**config.mk**
```make
export PLATFORM = sky130hd
export DESIGN_NAME = debounce_multi
export DESIGN_NICKNAME = d
export VERILOG_FILES = /design/src/rtl/debounce_multi.sv
export SDC_FILE = /design/constraint.sdc
export NUM_CORES = 1
export LEC_CHECK = 0
export ABC_CLOCK_PERIOD_IN_PS = 2550
export BUFFER_PORTS_ARGS = -buffer_cell sky130_fd_sc_hd__buf_4
export CORE_MARGIN = 2
export CORE_UTILIZATION = 36
export DETAILED_ROUTE_END_ITERATION = 6
export MAX_ROUTING_LAYER = met4
export PLACE_DENSITY = 0.5
export SLEW_MARGIN = 30
export SYNTH_ARGS = -nofsm -noshare
export SYNTH_HDL_FRONTEND = slang
export SYNTH_SLANG_ARGS = --single-unit
export TNS_END_PERCENT = 10
```
**constraint.sdc**
```tcl
create_clock -name clk -period 2.55 [get_ports clk]
set_clock_uncertainty 0.05 [all_clocks]
set_input_delay 0.765 -clock clk [delete_from_list [all_inputs] [get_ports clk]]
set_output_delay 0.765 -clock clk [all_outputs]
set_load 0.1 [all_outputs]
```
**src/rtl/debounce_multi.sv**
```systemverilog
// N-channel push-button conditioner: per channel a 2-flop synchroniser, a
// symmetric debounce counter and a hold-timer FSM producing press/release/long/repeat pulses.
module debounce_multi #(
  parameter int N      = 4,
  parameter int CNT_W  = 4,
  parameter int BOUND  = 4,
  parameter int HOLD_W = 8,
  parameter int LONG   = 20,
  parameter int REPEAT = 8
) (
  input  logic         clk,
  input  logic         r,
  input  logic [N-1:0] btn_n,
  output logic [N-1:0] held,
  output logic [N-1:0] press,
  output logic [N-1:0] release_p,
  output logic [N-1:0] long_press,
  output logic [N-1:0] repeat_p,
  output logic         any_press
);

  typedef enum logic [1:0] {
    ST_IDLE      = 2'd0,
    ST_PRESSED   = 2'd1,
    ST_REPEATING = 2'd2
  } state_e;

  localparam logic [CNT_W-1:0]  CNT_TC  = CNT_W'(BOUND - 1);
  localparam logic [HOLD_W-1:0] LONG_TC = HOLD_W'(LONG - 1);
  localparam logic [HOLD_W-1:0] REP_TC  = HOLD_W'((REPEAT == 0) ? 0 : REPEAT - 1);

  logic [N-1:0]      sync1_q, sync1_d, sync2_q, sync2_d;
  logic [N-1:0]      held_q, held_d;
  logic [N-1:0]      press_q, press_d, release_q, release_d;
  logic [N-1:0]      long_q, long_d, rep_q, rep_d;
  logic              any_press_q, any_press_d;
  logic [N-1:0]      smp_s;
  logic [CNT_W-1:0]  cnt_q  [N];
  logic [CNT_W-1:0]  cnt_d  [N];
  logic [HOLD_W-1:0] hcnt_q [N];
  logic [HOLD_W-1:0] hcnt_d [N];
  state_e            state_q [N];
  state_e            state_d [N];

  assign smp_s = ~sync2_q;

  // Debounce and hold-timer next state for every channel
  always_comb begin
    sync1_d   = btn_n;
    sync2_d   = sync1_q;
    held_d    = held_q;
    press_d   = '0;
    release_d = '0;
    long_d    = '0;
    rep_d     = '0;
    for (int i = 0; i < N; i++) begin
      cnt_d[i]   = cnt_q[i];
      hcnt_d[i]  = hcnt_q[i];
      state_d[i] = state_q[i];
      if (smp_s[i] == held_q[i]) begin
        cnt_d[i] = '0;
      end else if (cnt_q[i] == CNT_TC) begin
        held_d[i]    = smp_s[i];
        cnt_d[i]     = '0;
        press_d[i]   = smp_s[i];
        release_d[i] = ~smp_s[i];
      end else begin
        cnt_d[i] = cnt_q[i] + 1'b1;
      end
      // A release flip pre-empts any terminal count on the same edge
      if (release_d[i]) begin
        state_d[i] = ST_IDLE;
        hcnt_d[i]  = '0;
      end else begin
        case (state_q[i])
          ST_IDLE: begin
            if (press_d[i]) begin
              state_d[i] = ST_PRESSED;
              hcnt_d[i]  = '0;
            end else begin
              hcnt_d[i] = hcnt_q[i];
            end
          end
          ST_PRESSED: begin
            if (hcnt_q[i] == LONG_TC) begin
              long_d[i]  = 1'b1;
              hcnt_d[i]  = '0;
              state_d[i] = ST_REPEATING;
            end else begin
              hcnt_d[i] = hcnt_q[i] + 1'b1;
            end
          end
          ST_REPEATING: begin
            if (REPEAT != 0) begin
              if (hcnt_q[i] == REP_TC) begin
                rep_d[i]  = 1'b1;
                hcnt_d[i] = '0;
              end else begin
                hcnt_d[i] = hcnt_q[i] + 1'b1;
              end
            end else begin
              hcnt_d[i] = hcnt_q[i];
            end
          end
          default: begin
            state_d[i] = ST_IDLE;
            hcnt_d[i]  = '0;
          end
        endcase
      end
    end
    any_press_d = |press_d;
  end

  // State and output registers
  always_ff @(posedge clk or negedge r) begin
    if (!r) begin
      sync1_q     <= '1;
      sync2_q     <= '1;
      held_q      <= '0;
      press_q     <= '0;
      release_q   <= '0;
      long_q      <= '0;
      rep_q       <= '0;
      any_press_q <= 1'b0;
      for (int i = 0; i < N; i++) begin
        cnt_q[i]   <= '0;
        hcnt_q[i]  <= '0;
        state_q[i] <= ST_IDLE;
      end
    end else begin
      sync1_q     <= sync1_d;
      sync2_q     <= sync2_d;
      held_q      <= held_d;
      press_q     <= press_d;
      release_q   <= release_d;
      long_q      <= long_d;
      rep_q       <= rep_d;
      any_press_q <= any_press_d;
      for (int i = 0; i < N; i++) begin
        cnt_q[i]   <= cnt_d[i];
        hcnt_q[i]  <= hcnt_d[i];
        state_q[i] <= state_d[i];
      end
    end
  end

  assign held       = held_q;
  assign press      = press_q;
  assign release_p  = release_q;
  assign long_press = long_q;
  assign repeat_p   = rep_q;
  assign any_press  = any_press_q;

endmodule
```
==> results of run 1 <==
## worst max-delay path by stage
stage          startpoint    endpoint  slack [ns]  cells past startpoint
2_1_floorplan     held[1]  state_q[4]        0.17                      5
5_1_grt          cnt_q[8]  state_q[4]        0.27                      5
6_report       hcnt_q[11]  state_q[3]        0.40                      4
3_5_place_dp   hcnt_q[29]  hcnt_q[28]        0.40                      4
4_1_cts        hcnt_q[29]  hcnt_q[28]        0.39                      4
3_3_place_gp   hcnt_q[11]  state_q[3]        0.43                      4
## worst max-delay path: stages (launching register included)
cell      delay (ns)
dfrtp_1         0.45
or4_1           0.60
o21a_1          0.35
or4_1           0.54
o211ai_1        0.09
## per-stage QoR
stage | hold slack (ns) | total power [mW] | cells | instance area, µm² | utilization (%)
2_1_floorplan | 0.295 | 3.25 | 455 | 4390 | -
3_3_place_gp | 0.296 | 3.76 | 620 | 4770 | 39.9
3_5_place_dp | 0.297 | 3.78 | 620 | 4770 | 39.9
4_1_cts | 0.305 | 5.14 | 636 | 5080 | 42.4
5_1_grt | 0.308 | 5.47 | 636 | 5080 | 42.4
6_report | 0.305 | 5.07 | 636 | 5080 | 42.4
## logic make-up after synthesis
logic type,count (synthesis)
buffers and inverters,41
xor gates and xnor gates,8
AOI/OAI and AO/OA,120
and+or+nand+nor,177
adders and majority gates,24
DFF,85
## state kept, by name (all words and copies together) (netlist names)
name and cells:
hcnt_q 32, cnt_q 16, state_q 8, held 4, long_press 4, press 4
release_p 4, repeat_p 4, sync1_q 4, sync2_q 4, any_press 1
## layout by cell type, fill, tap and decap left out, types with 6 or more instances in the layout
cell type,instances
a21oi_1,15
buf_4,32
clkbuf_16,9
dfrtp_1,77
dfstp_2,8
ha_1,24
inv_1,26
nand2_1,54
nand2b_1,6
nand3_1,27
nand3b_1,9
nor2_1,18
nor3_1,21
nor3b_1,6
o2111ai_1,12
o211ai_1,23
o21a_1,17
o21ai_0,24
o21ai_1,10
or4_1,8
xor2_1,8
## power breakdown
part	internal (mW)	switching [mW]	total, mW
logic	0.629	1.38	2.01
registers	1.56	0.181	1.74
clock network	0.782	0.546	1.33
total	2.97	2.11	5.07
## per-layer routing
| metal | vias to the layer above | GRT usage [%] | wire length (µm) |
|---|---|---|---|
| met3 | 16 | 3.12 | 299 |
| met4 | 0 | 6.83 | 156 |
| met1 | 1622 | 20.1 | 4500 |
| met2 | 51 | 22.4 | 3810 |
| met5 | - | - | 0 |
| li1 | 1731 | - | - |
## layout make-up
| cell class | count | area (µm²) |
|---|---|---|
| fillers | 1155 | 6890 |
| flip-flops and latches | 85 | 2140 |
| multi-input cells | 329 | 2100 |
| repair buffers | 33 | 260 |
| clock buffers | 10 | 239 |
| well taps | 147 | 184 |
| inverters | 26 | 97.6 |
| clock inverters | 6 | 62.6 |
==> qor.yml, run 1 <==
synthesis:
  synthesis.nets: 485
  synth-adder-area-share_pct: 6.83
  synth-seq-area-share_pct: 48.6
  synth-simple-area-share_pct: 21.0
  syn_area_um2: 4390
  netlist_top_cells_area: "dfrtp_1 (44%), ha_1 (6.8%), dfstp_2 (4.8%), nand2_1 (4.6%), o211ai_1 (3.9%)"
  synth_compound_area_share_pct: 18.2
  synth_xor_area_share_pct: 1.59
  ys_types: 42
  yosys_warnings: 0
  synth_most_common_cell: "dfrtp_1"
  yosys_register_bits: 85
  muxShareOfSynthArea_pct: 0
  synth_top_flop_cell: "dfrtp_1"
  synth-edff-count: 0
  synth_commonest_cells: "dfrtp_1 (77), nand2_1 (54), nand3_1 (27)"
  synthArstFlopShare_pct: 100
  synth_top_family_by_area: "simple AND/OR/NAND/NOR gates"
  synth_top_area_share_pct: 43.8
  synth_top_area_cell: "dfrtp_1"
  postSynthCellCount: 455
  synth_area_per_cell_um2: 9.66
worst_setup_path:
  end_kind: "register"
  worstPathMaxFanout: 12
  reg2regPathDepth: 4
  worstSetupPathType: "register to register"
  reg2reg_slack_ns: 0.40
  startpoint_type: "register"
  r2r-end: "state_q[3]"
  timing.critical_path.arrival_ns: 2.36
  cp.required_ns: 2.76
  r2r_start: "hcnt_q[11]"
sta:
  fin_crit_ns: 2.15
  finalSetupTns_ns: 0
  tightest_slew_ns: 0.629
  report.final.slew_viol_count: 0
  period_share_pct: 84.2
  max_freq_mhz: 466
  relSlewSlack_pct: 57.9
  rsz0062_at_grt: "false"
  hold_viol_final: 0
  finalSetupViolCount: 0
  setup_ws_ns: 0.402
floorplanning:
  io_pins: 27
  die_h_um: 114
  die_w_um: 114
  initial_core_util_pct: 36.7
  coreArea_um2: 12000
  rows: 40
  die-area_um2: 13100
global_routing:
  grt_pass1_vias: 3197
  grt.total_usage_pct: 15.2
  antenna_found_initial: 0
  grt-ovfl-total: 0
  grt_max_degree: 40
  grt_pass1_wl_mm: 15.3
detailed_routing:
  post_drt_wl_per_cell_um: 13.8
  vias_per_cell: 5.38
  drt_pre_antenna_iters: 4
  dr.first_iter.drc_count: 132
  drc_errors: 0
  num_vias: 3420
  ant_nets: 0
  drt_wl_total_mm: 8.77
clock_network:
  numCtsBuffers: 9
  cts_tree: "built"
  post_cts_resized: 0
  cts_hold_buf: 0
  clockBufferDepth: 2
  post_cts_buffers: 0
  root_buffer: "clkbuf_16"
  cts_sinks: 85
  htreeDepth: 3
  worst_setup_hold_path_clk_slew_ns: 0.06
  clock_latency_ns: 0.34
layout:
  diodes: 0
  finalNetCount: 514
  area_delta_synth_final_pct: 15.5
  drive_above_1_share_pct: 12.5
placement:
  place.gp.congestion: 0.815
  pre_cts_slack_ns: 0.404
  port_buffers: 26
  dp_hpwl_mm: 6.17
power:
  vdd_drop_max_v: 0.000536
  power_density_nw_per_um2: 1000
  leakage_nw: 2.18
hold_path:
  hp-class: "input port to asynchronous set/reset pin"
status:
  outcome: "completed"
run:
  drv_cap: 0
Power figures use the tool's default switching activity.
==> inputs of run 2 (changes only) <==
--- a/config.mk
+++ b/config.mk
@@ -5,7 +5,8 @@
 export SDC_FILE = /design/constraint.sdc
 export NUM_CORES = 1
 export LEC_CHECK = 0
-export ABC_CLOCK_PERIOD_IN_PS = 2550
+export ABC_AREA = 1
+export ABC_CLOCK_PERIOD_IN_PS = 1990
 export BUFFER_PORTS_ARGS = -buffer_cell sky130_fd_sc_hd__buf_4
 export CORE_MARGIN = 2
 export CORE_UTILIZATION = 36
==> constraint.sdc (replaced) <==
create_clock -name clk -period 1.99 [get_ports clk]
set_clock_uncertainty 0.05 [all_clocks]
set_input_delay 0.597 -clock clk [delete_from_list [all_inputs] [get_ports clk]]
set_output_delay 0.597 -clock clk [all_outputs]
set_load 0.1 [all_outputs]
==> run 2 against run 1 <==
Wire length fell by 2.0%; synthesized cell count rose by 20%; largest power group unchanged; die area rose by 4.1%.
==> qor.yml, run 2 <==
status:
  outcome: "completed"  # unchanged
worst_setup_path:
  worstPathMaxFanout: 4  # was 12
  reg2regPathDepth: 9  # was 4
  cp.required_ns: 1.34  # was 2.76 ns
  crit_family: "flip-flops"  # was simple AND/OR/NAND/NOR gates
  r2r_start: "cnt_q[8]"  # was hcnt_q[11]
  reg2reg_slack_ns: 0.38  # was 0.40 ns
  timing.critical_path.buf_inv: 1  # was 0
  r2r-end: "hcnt_q[22]"  # was state_q[3]
  timing.critical_path.arrival_ns: 1.08  # was 2.36 ns
  critPathMaxStageDelay_ns: 0.42  # was 0.60 ns
  end_kind: "primary output"  # was register
  startpoint_type: "register"  # unchanged
  worstSetupPathType: "register to primary output"  # was register to register
  cp_cell_sequence: "buf_4"  # was or4_1, o21a_1, or4_1, o211ai_1
  slowest_stage: "dfrtp_1"  # was or4_1
power:
  vdd_drop_max_v: 0.000460  # was 0.000536 V
  power.internal_mw: 3.88  # was 2.97 mW
  combinationalPowerShare_pct: 42.3  # was 39.6%
  switchingPower_mw: 2.94  # was 2.11 mW
  p_clk_share_pct: 24.7  # was 26.2%
  p_total_mw: 6.83  # was 5.07 mW
  leakage_nw: 2.71  # was 2.18 nW
  p_sw_share_pct: 43.1  # was 41.5%
  power_frac_seq_pct: 33.0  # was 34.2%
  power_density_nw_per_um2: 1300  # was 1000 nW/µm²
layout:
  diodes: 0  # unchanged
  nFillCells: 1282  # was 1,155
  multiInputGateArea_um2: 2060  # was 2100 µm²
  area_delta_synth_final_pct: 14.6  # was 15.5%
  drive_above_1_share_pct: 18.9  # was 12.5%
  fin_util_pct: 42.0  # was 42.4%
  final_cell_mix: "nand2_1 (124), inv_1 (81), dfrtp_1 (77)"  # was dfrtp_1 (77), nand2_1 (54), buf_4 (32)
  seq_area_um2: 2140  # unchanged
  stdcell_count: 758  # was 636
  reg_top3: "hcnt_q x32, cnt_q x16, state_q x8"  # unchanged
  layout_commonest_cell: "nand2_1"  # was dfrtp_1
  regMostFlops: "hcnt_q"  # unchanged
  largest_reg_flops: 32  # unchanged
  finalNetCount: 611  # was 514
sta:
  tightest_slew_ns: 0.453  # was 0.629 ns
  finalSetupTns_ns: 0  # unchanged
  max_freq_mhz: 578
  setup_ws_ns: 0.261  # was 0.402 ns
  report.final.slew_viol_count: 0  # unchanged
  fin_crit_ns: 1.73
  relSlewSlack_pct: 69.8  # was 57.9%
  hold_viol_final: 0  # unchanged
  rsz0062_at_grt: "false"  # unchanged
  finalSetupViolCount: 0  # unchanged
  period_share_pct: 86.9
synthesis:
  synthArstFlopShare_pct: 100  # unchanged
  synth_top_area_share_pct: 42.0  # was 43.8%
  synth_top_flop_cell: "dfrtp_1"  # unchanged
  postSynthCellCount: 547  # was 455
  synth_area_per_cell_um2: 8.38  # was 9.66 µm²
  synth_most_common_cell: "nand2_1"  # was dfrtp_1
  yosys_warnings: 0  # unchanged
  netlist_top_cells_area: "dfrtp_1 (42%), nand2_1 (10%), inv_1 (6.6%), ha_1 (6.6%), dfstp_2 (4.6%)"  # was dfrtp_1 (44%), ha_1 (6.8%), dfstp_2 (4.8%), nand2_1 (4.6%), o211ai_1 (3.9%)
  synth_commonest_cells: "nand2_1 (124), inv_1 (81), dfrtp_1 (77)"  # was dfrtp_1 (77), nand2_1 (54), nand3_1 (27)
  synth_top_area_cell: "dfrtp_1"  # unchanged
  syn_area_um2: 4580  # was 4390 µm²
  synthesis.nets: 577  # was 485
  synth-edff-count: 0  # unchanged
  synth-seq-area-share_pct: 46.6  # was 48.6%
  ys_types: 38  # was 42
  yosys_register_bits: 85  # unchanged
global_routing:
  antenna_found_initial: 0  # unchanged
  grt.total_usage_pct: 14.4  # was 15.2%
  grt-ovfl-total: 0  # unchanged
  grt_pass1_vias: 3244  # was 3,197
  grt_pass1_wl_mm: 14.9  # was 15.3 mm
  grt_max_degree: 86  # was 40
detailed_routing:
  drt_pre_antenna_iters: 4  # unchanged
  drc_errors: 0  # unchanged
  drt_wl_total_mm: 8.59  # was 8.77 mm
  num_vias: 3482  # was 3,420
  vias_per_cell: 4.59  # was 5.38
  dr.first_iter.drc_count: 212  # was 132
  post_drt_wl_per_cell_um: 11.3  # was 13.8 µm
  ant_nets: 0  # unchanged
floorplanning:
  die-area_um2: 13600  # was 13,100 µm²
  die_h_um: 117  # was 114 µm
  coreArea_um2: 12500  # was 12,000 µm²
  die_w_um: 117  # was 114 µm
  initial_core_util_pct: 36.6  # was 36.7%
  rows: 41  # was 40
  io_pins: 27  # unchanged
clock_network:
  numCtsBuffers: 9  # unchanged
  worst_setup_hold_path_clk_slew_ns: 0.06  # about the same
  post_cts_buffers: 0  # unchanged
  root_buffer: "clkbuf_16"  # unchanged
  clock_latency_ns: 0.34  # about the same
  cts_tree: "built"  # unchanged
  clockBufferDepth: 2  # unchanged
  cts_sinks: 85  # unchanged
  cts_hold_buf: 0  # unchanged
  post_cts_resized: 0  # unchanged
  htreeDepth: 3  # unchanged
placement:
  dp_cells: 742  # was 620
  port_buffers: 26  # unchanged
  dp_hpwl_mm: 6.14  # was 6.17 mm
  pre_cts_slack_ns: 0.398  # was 0.404 ns
  place.gp.congestion: 0.797  # was 0.815
run:
  drv_cap: 0  # unchanged
hold_path:
  hp-class: "input port to asynchronous set/reset pin"  # unchanged
[run 2: changes by cell type in the layout (fill, tap and decap cells not counted), moves of 8 or more]
cell / delta
a21oi_1: +20
a21oi_2: +9
inv_1: +55
nand2_1: +70
nand2_2: +16
nand3_1: +14
nand3b_1: -9
nor2_1: +33
nor3_1: -13
o2111ai_1: -12
o211ai_1: -22
o21a_1: -16
o21ai_0: -18
or4_1: -8
[run 2: power groups by stage]
stage               Clock [mW]  Sequential (mW)  Combinational (mW)
finish                    1.69             2.26                2.89
global route              1.84             2.30                3.28
CTS                       1.77             2.26                2.93
detailed placement           0             2.28                2.92
global placement             0             2.28                2.87
floorplan                    0             2.61                2.12
[run 2: through the flow]
stage | hold slack (ns) | cell area (µm²)
global placement | 0.299 | 4960
floorplan | 0.251 | 4580
finish | 0.226 | 5250
detailed placement | 0.300 | 4960
CTS | 0.253 | 5250
global route | 0.275 | 5250
[run 2: worst max path at each step]
stage,from,end,slack [ns],cells past startpoint
after floorplan,held[0],hcnt_q[30],0.08,9
after global placement,cnt_q[8],hcnt_q[22],0.47,9
after detailed placement,cnt_q[8],hcnt_q[21],0.40,9
after CTS,held[0],held[0],0.23,1
after global routing,cnt_q[8],hcnt_q[21],0.22,9
final,held[0],held[0],0.26,1
[run 2: cell type report]
cell class / count / share of cell area [%]
clock buffer: 9 / 4.29
inverter: 87 / 6.22
multi-input combinational: 371 / 39.2
timing repair buffer: 27 / 4.10
clock inverter: 7 / 1.38
tap: 172 / 4.10
sequential: 85 / 40.7
[run 2: worst register-to-register path, delay by kind of cell, from the launching register on]
kind	cells	cell delay, ns
adders and majority gates	1	0.23
DFF	1	0.37
AOI/OAI and AO/OA	1	0.11
and+or+nand+nor	6	0.73
buffers and inverters	1	0.03
[run 2: routing by layer]
metal  vias to the layer above  share of wire (%)  global-route usage, %  routed length [µm]
met5                         -                  0                      -                   0
met4                         0                1.3                   4.39                 111
met3                        10                3.5                   4.74                 301
met2                        30                 49                   22.5                4190
met1                      1643                 46                   17.8                3990
li1                       1799                  -                      -                   -
[run 2: cells by family after synthesis]
group           count (synthesis)  share of synthesized area [%]
flops                          85                           46.6
simple gates                  278                           28.9
xor+xnor                        4                          0.765
compound gates                 65                           8.76
fa+ha+maj                      24                           6.55
buf+inv                        91                           8.38
==> inputs of run 3 (changes only) <==
--- a/config.mk
+++ b/config.mk
@@ -5,7 +5,6 @@
 export SDC_FILE = /design/constraint.sdc
 export NUM_CORES = 1
 export LEC_CHECK = 0
-export ABC_AREA = 1
 export ABC_CLOCK_PERIOD_IN_PS = 1990
 export BUFFER_PORTS_ARGS = -buffer_cell sky130_fd_sc_hd__buf_4
 export CORE_MARGIN = 2
==> run 3 against run 2 <==
Sequential cell count did not move; critical path depth up 3; fmax shrank 11%; non-clock buffer count up 39; clock power is 2% higher; total power increased by 1.4%; final cell count down 12%; sequential power about the same; register-to-register slack got worse by 0.32 ns; via count is 2.3% higher; setup slack worse by 0.21 ns; critical path type is now register to register.
==> qor.yml, run 3 (synthesis results as in run 1) <==
global_routing:
  grt_busiest_layer: "met2"  # unchanged
  grt.total_usage_pct: 16.0  # was 14.4%
  use_met2_pct: 23.9  # was 22.5%
  grt_max_degree: 32  # was 86
  grt_pass1_vias: 3486  # was 3,244
  grt_pass1_wl_mm: 16.4  # was 14.9 mm
  grt_util_met3_pct: 2.96  # was 4.74%
  antenna_found_initial: 0  # unchanged
  grt-ovfl-total: 0  # unchanged
  use_met1_pct: 21.4  # was 17.8%
layout:
  reg_top3: "hcnt_q x32, cnt_q x16, state_q x8"  # unchanged
  seq_area_um2: 2140  # about the same
  multiInputGateArea_um2: 2140  # was 2060 µm²
  final_cell_mix: "dfrtp_1 (75), buf_4 (65), nand2_1 (53)"  # was nand2_1 (124), inv_1 (81), dfrtp_1 (77)
  regMostFlops: "hcnt_q"  # unchanged
  nFillCells: 1132  # was 1,282
  diodes: 0  # unchanged
  area_delta_synth_final_pct: 22.3  # was 14.6%
  drive_above_1_share_pct: 20.5  # was 18.9%
  layout_commonest_cell: "dfrtp_1"  # was nand2_1
  finalNetCount: 547  # was 611
  largest_reg_flops: 32  # unchanged
worst_setup_path:
  crit_path_start: "hcnt_q[13]"  # was held[0]
  startpoint_type: "register"  # unchanged
  worstSetupPathType: "register to register"  # was register to primary output
  critPathMaxStageDelay_ns: 0.57  # was 0.42 ns
  end_kind: "register"  # was primary output
  worstPathMaxFanout: 6  # was 4
  r2r_start: "hcnt_q[13]"  # was cnt_q[8]
  reg2reg_slack_ns: 0.06  # was 0.38 ns
  reg2regPathDepth: 4  # was 9
  slowest_stage: "or4_1"  # was dfrtp_1
  cp_cell_sequence: "or4_1, o31a_1, o211ai_1, o211ai_1"  # was buf_4
  r2r-end: "hcnt_q[11]"  # was hcnt_q[22]
  crit_top_cell: "o211ai_1"
  timing.critical_path.arrival_ns: 2.10  # was 1.08 ns
  cp.required_ns: 2.15  # was 1.34 ns
hold_path:
  hp-class: "input port to asynchronous set/reset pin"  # unchanged
power:
  vdd_drop_max_v: 0.000543  # was 0.000460 V
  power_density_nw_per_um2: 1290  # was 1300 nW/µm²
  leakage_nw: 2.36  # was 2.71 nW
clock_network:
  clockBufferDepth: 2  # unchanged
  clock_latency_ns: 0.34  # about the same
  htreeDepth: 3  # unchanged
  numCtsBuffers: 9  # unchanged
  cts_sinks: 85  # unchanged
  cts_tree: "built"  # unchanged
  cts_hold_buf: 0  # unchanged
  root_buffer: "clkbuf_16"  # unchanged
  worst_setup_hold_path_clk_slew_ns: 0.07  # was 0.06 ns
placement:
  pre_cts_slack_ns: 0.0174  # was 0.398 ns
  port_buffers: 26  # unchanged
  dp_hpwl_mm: 6.71  # was 6.14 mm
  place.gp.congestion: 0.825  # was 0.797
detailed_routing:
  num_vias: 3563  # was 3,482
  post_drt_wl_per_cell_um: 14.0  # was 11.3 µm
  drt_wl_total_mm: 9.33  # was 8.59 mm
  vias_per_cell: 5.33  # was 4.59
  ant_nets: 0  # unchanged
  drc_errors: 0  # unchanged
  drt_pre_antenna_iters: 4  # unchanged
  dr.first_iter.drc_count: 245  # was 212
floorplanning:
  initial_core_util_pct: 36.7  # was 36.6%
  io_pins: 27  # unchanged
  die_h_um: 114  # was 117 µm
  die_w_um: 114  # was 117 µm
  coreArea_um2: 12000  # was 12,500 µm²
  die-area_um2: 13100  # was 13,600 µm²
  rows: 40  # was 41
sta:
  report.final.slew_viol_count: 0  # unchanged
  max_freq_mhz: 517  # was 578 MHz
  hold_slack_ns: 0.0890  # was 0.226 ns
  setup_ws_ns: 0.0553  # was 0.261 ns
  relSlewSlack_pct: 66.0  # was 69.8%
  rsz0062_at_grt: "true"  # was false
  finalSetupViolCount: 0  # unchanged
  tightest_slew_ns: 0.508  # was 0.453 ns
  fin_crit_ns: 1.93  # was 1.73 ns
  period_share_pct: 97.2  # was 86.9%
  hold_viol_final: 0  # unchanged
status:
  outcome: "completed"  # unchanged
run:
  drv_cap: 0  # unchanged
==> run 3: cell count changes in the layout (fill, tap and decap cells not counted), moves of 14 or more <==
| cell | previous run | this run |
|---|---|---|
| nand2_1 | 124 | 53 |
| inv_1 | 81 | 26 |
| buf_4 | 26 | 65 |
| nor2_1 | 51 | 18 |
| o211ai_1 | 1 | 23 |
| a21oi_1 | 35 | 15 |
| o21ai_0 | 6 | 23 |
| nand2_2 | 16 | 1 |
| nand3_1 | 41 | 27 |
==> run 3: where the power goes <==
group | switching, mW | leakage (nW) | internal [mW]
Clock | 0.687 | 0.142 | 1.04
Combinational | 1.85 | 1.09 | 1.11
Sequential | 0.233 | 1.13 | 2.00
==> run 3: worst max path at each step <==
stage | to | cells past startpoint
floorplan | state_q[0] | 5
global placement | hcnt_q[19] | 5
detailed placement | hcnt_q[21] | 5
CTS | hcnt_q[21] | 5
global route | hcnt_q[12] | 4
finish | hcnt_q[11] | 4
==> run 3: repair_timing <==
item                                    in CTS  in global routing
resized for setup                            0                 17
endpoints found under the setup margin       0                 22
buffers inserted                             0                  2
==> run 3: area by class of cell <==
class	count	share of cell area, %
Sequential cell	85	39.9
Multi-Input combinational cell	329	39.8
Timing Repair Buffer	66	9.46
Clock buffer	13	4.84
Tap cell	147	3.42
Inverter	26	1.82
Clock inverter	3	0.838
==> run 3: per-layer routing <==
metal / up-vias / share of wire [%] / wire length (µm)
li1: 1788 / - / -
met1: 1724 / 51 / 4760
met2: 40 / 45 / 4160
met3: 11 / 2.7 / 254
met4: 0 / 1.7 / 162
met5: - / 0 / 0
==> run 3: per-stage QoR <==
| step | utilization [%] | cells | instance area (µm²) | total power [mW] | TNS [ns] |
|---|---|---|---|---|---|
| detailed placement | 41.9 | 651 | 5010 | 5.17 | 0 |
| global route | 44.9 | 669 | 5370 | 7.44 | -0.126 |
| finish | 44.9 | 669 | 5370 | 6.92 | 0 |
| global placement | 41.9 | 651 | 5010 | 5.13 | 0 |
| floorplan | - | 455 | 4400 | 4.17 | -2.52 |
| CTS | 44.5 | 667 | 5320 | 6.94 | 0 |
==> run 3: worst max-delay path: cells and delay by family, from the launching register on <==
kind             cells  cell delay, ns
AO/OA/AOI/OAI        3            0.81
flip-flops           1            0.37
AND/OR/NAND/NOR      1            0.57
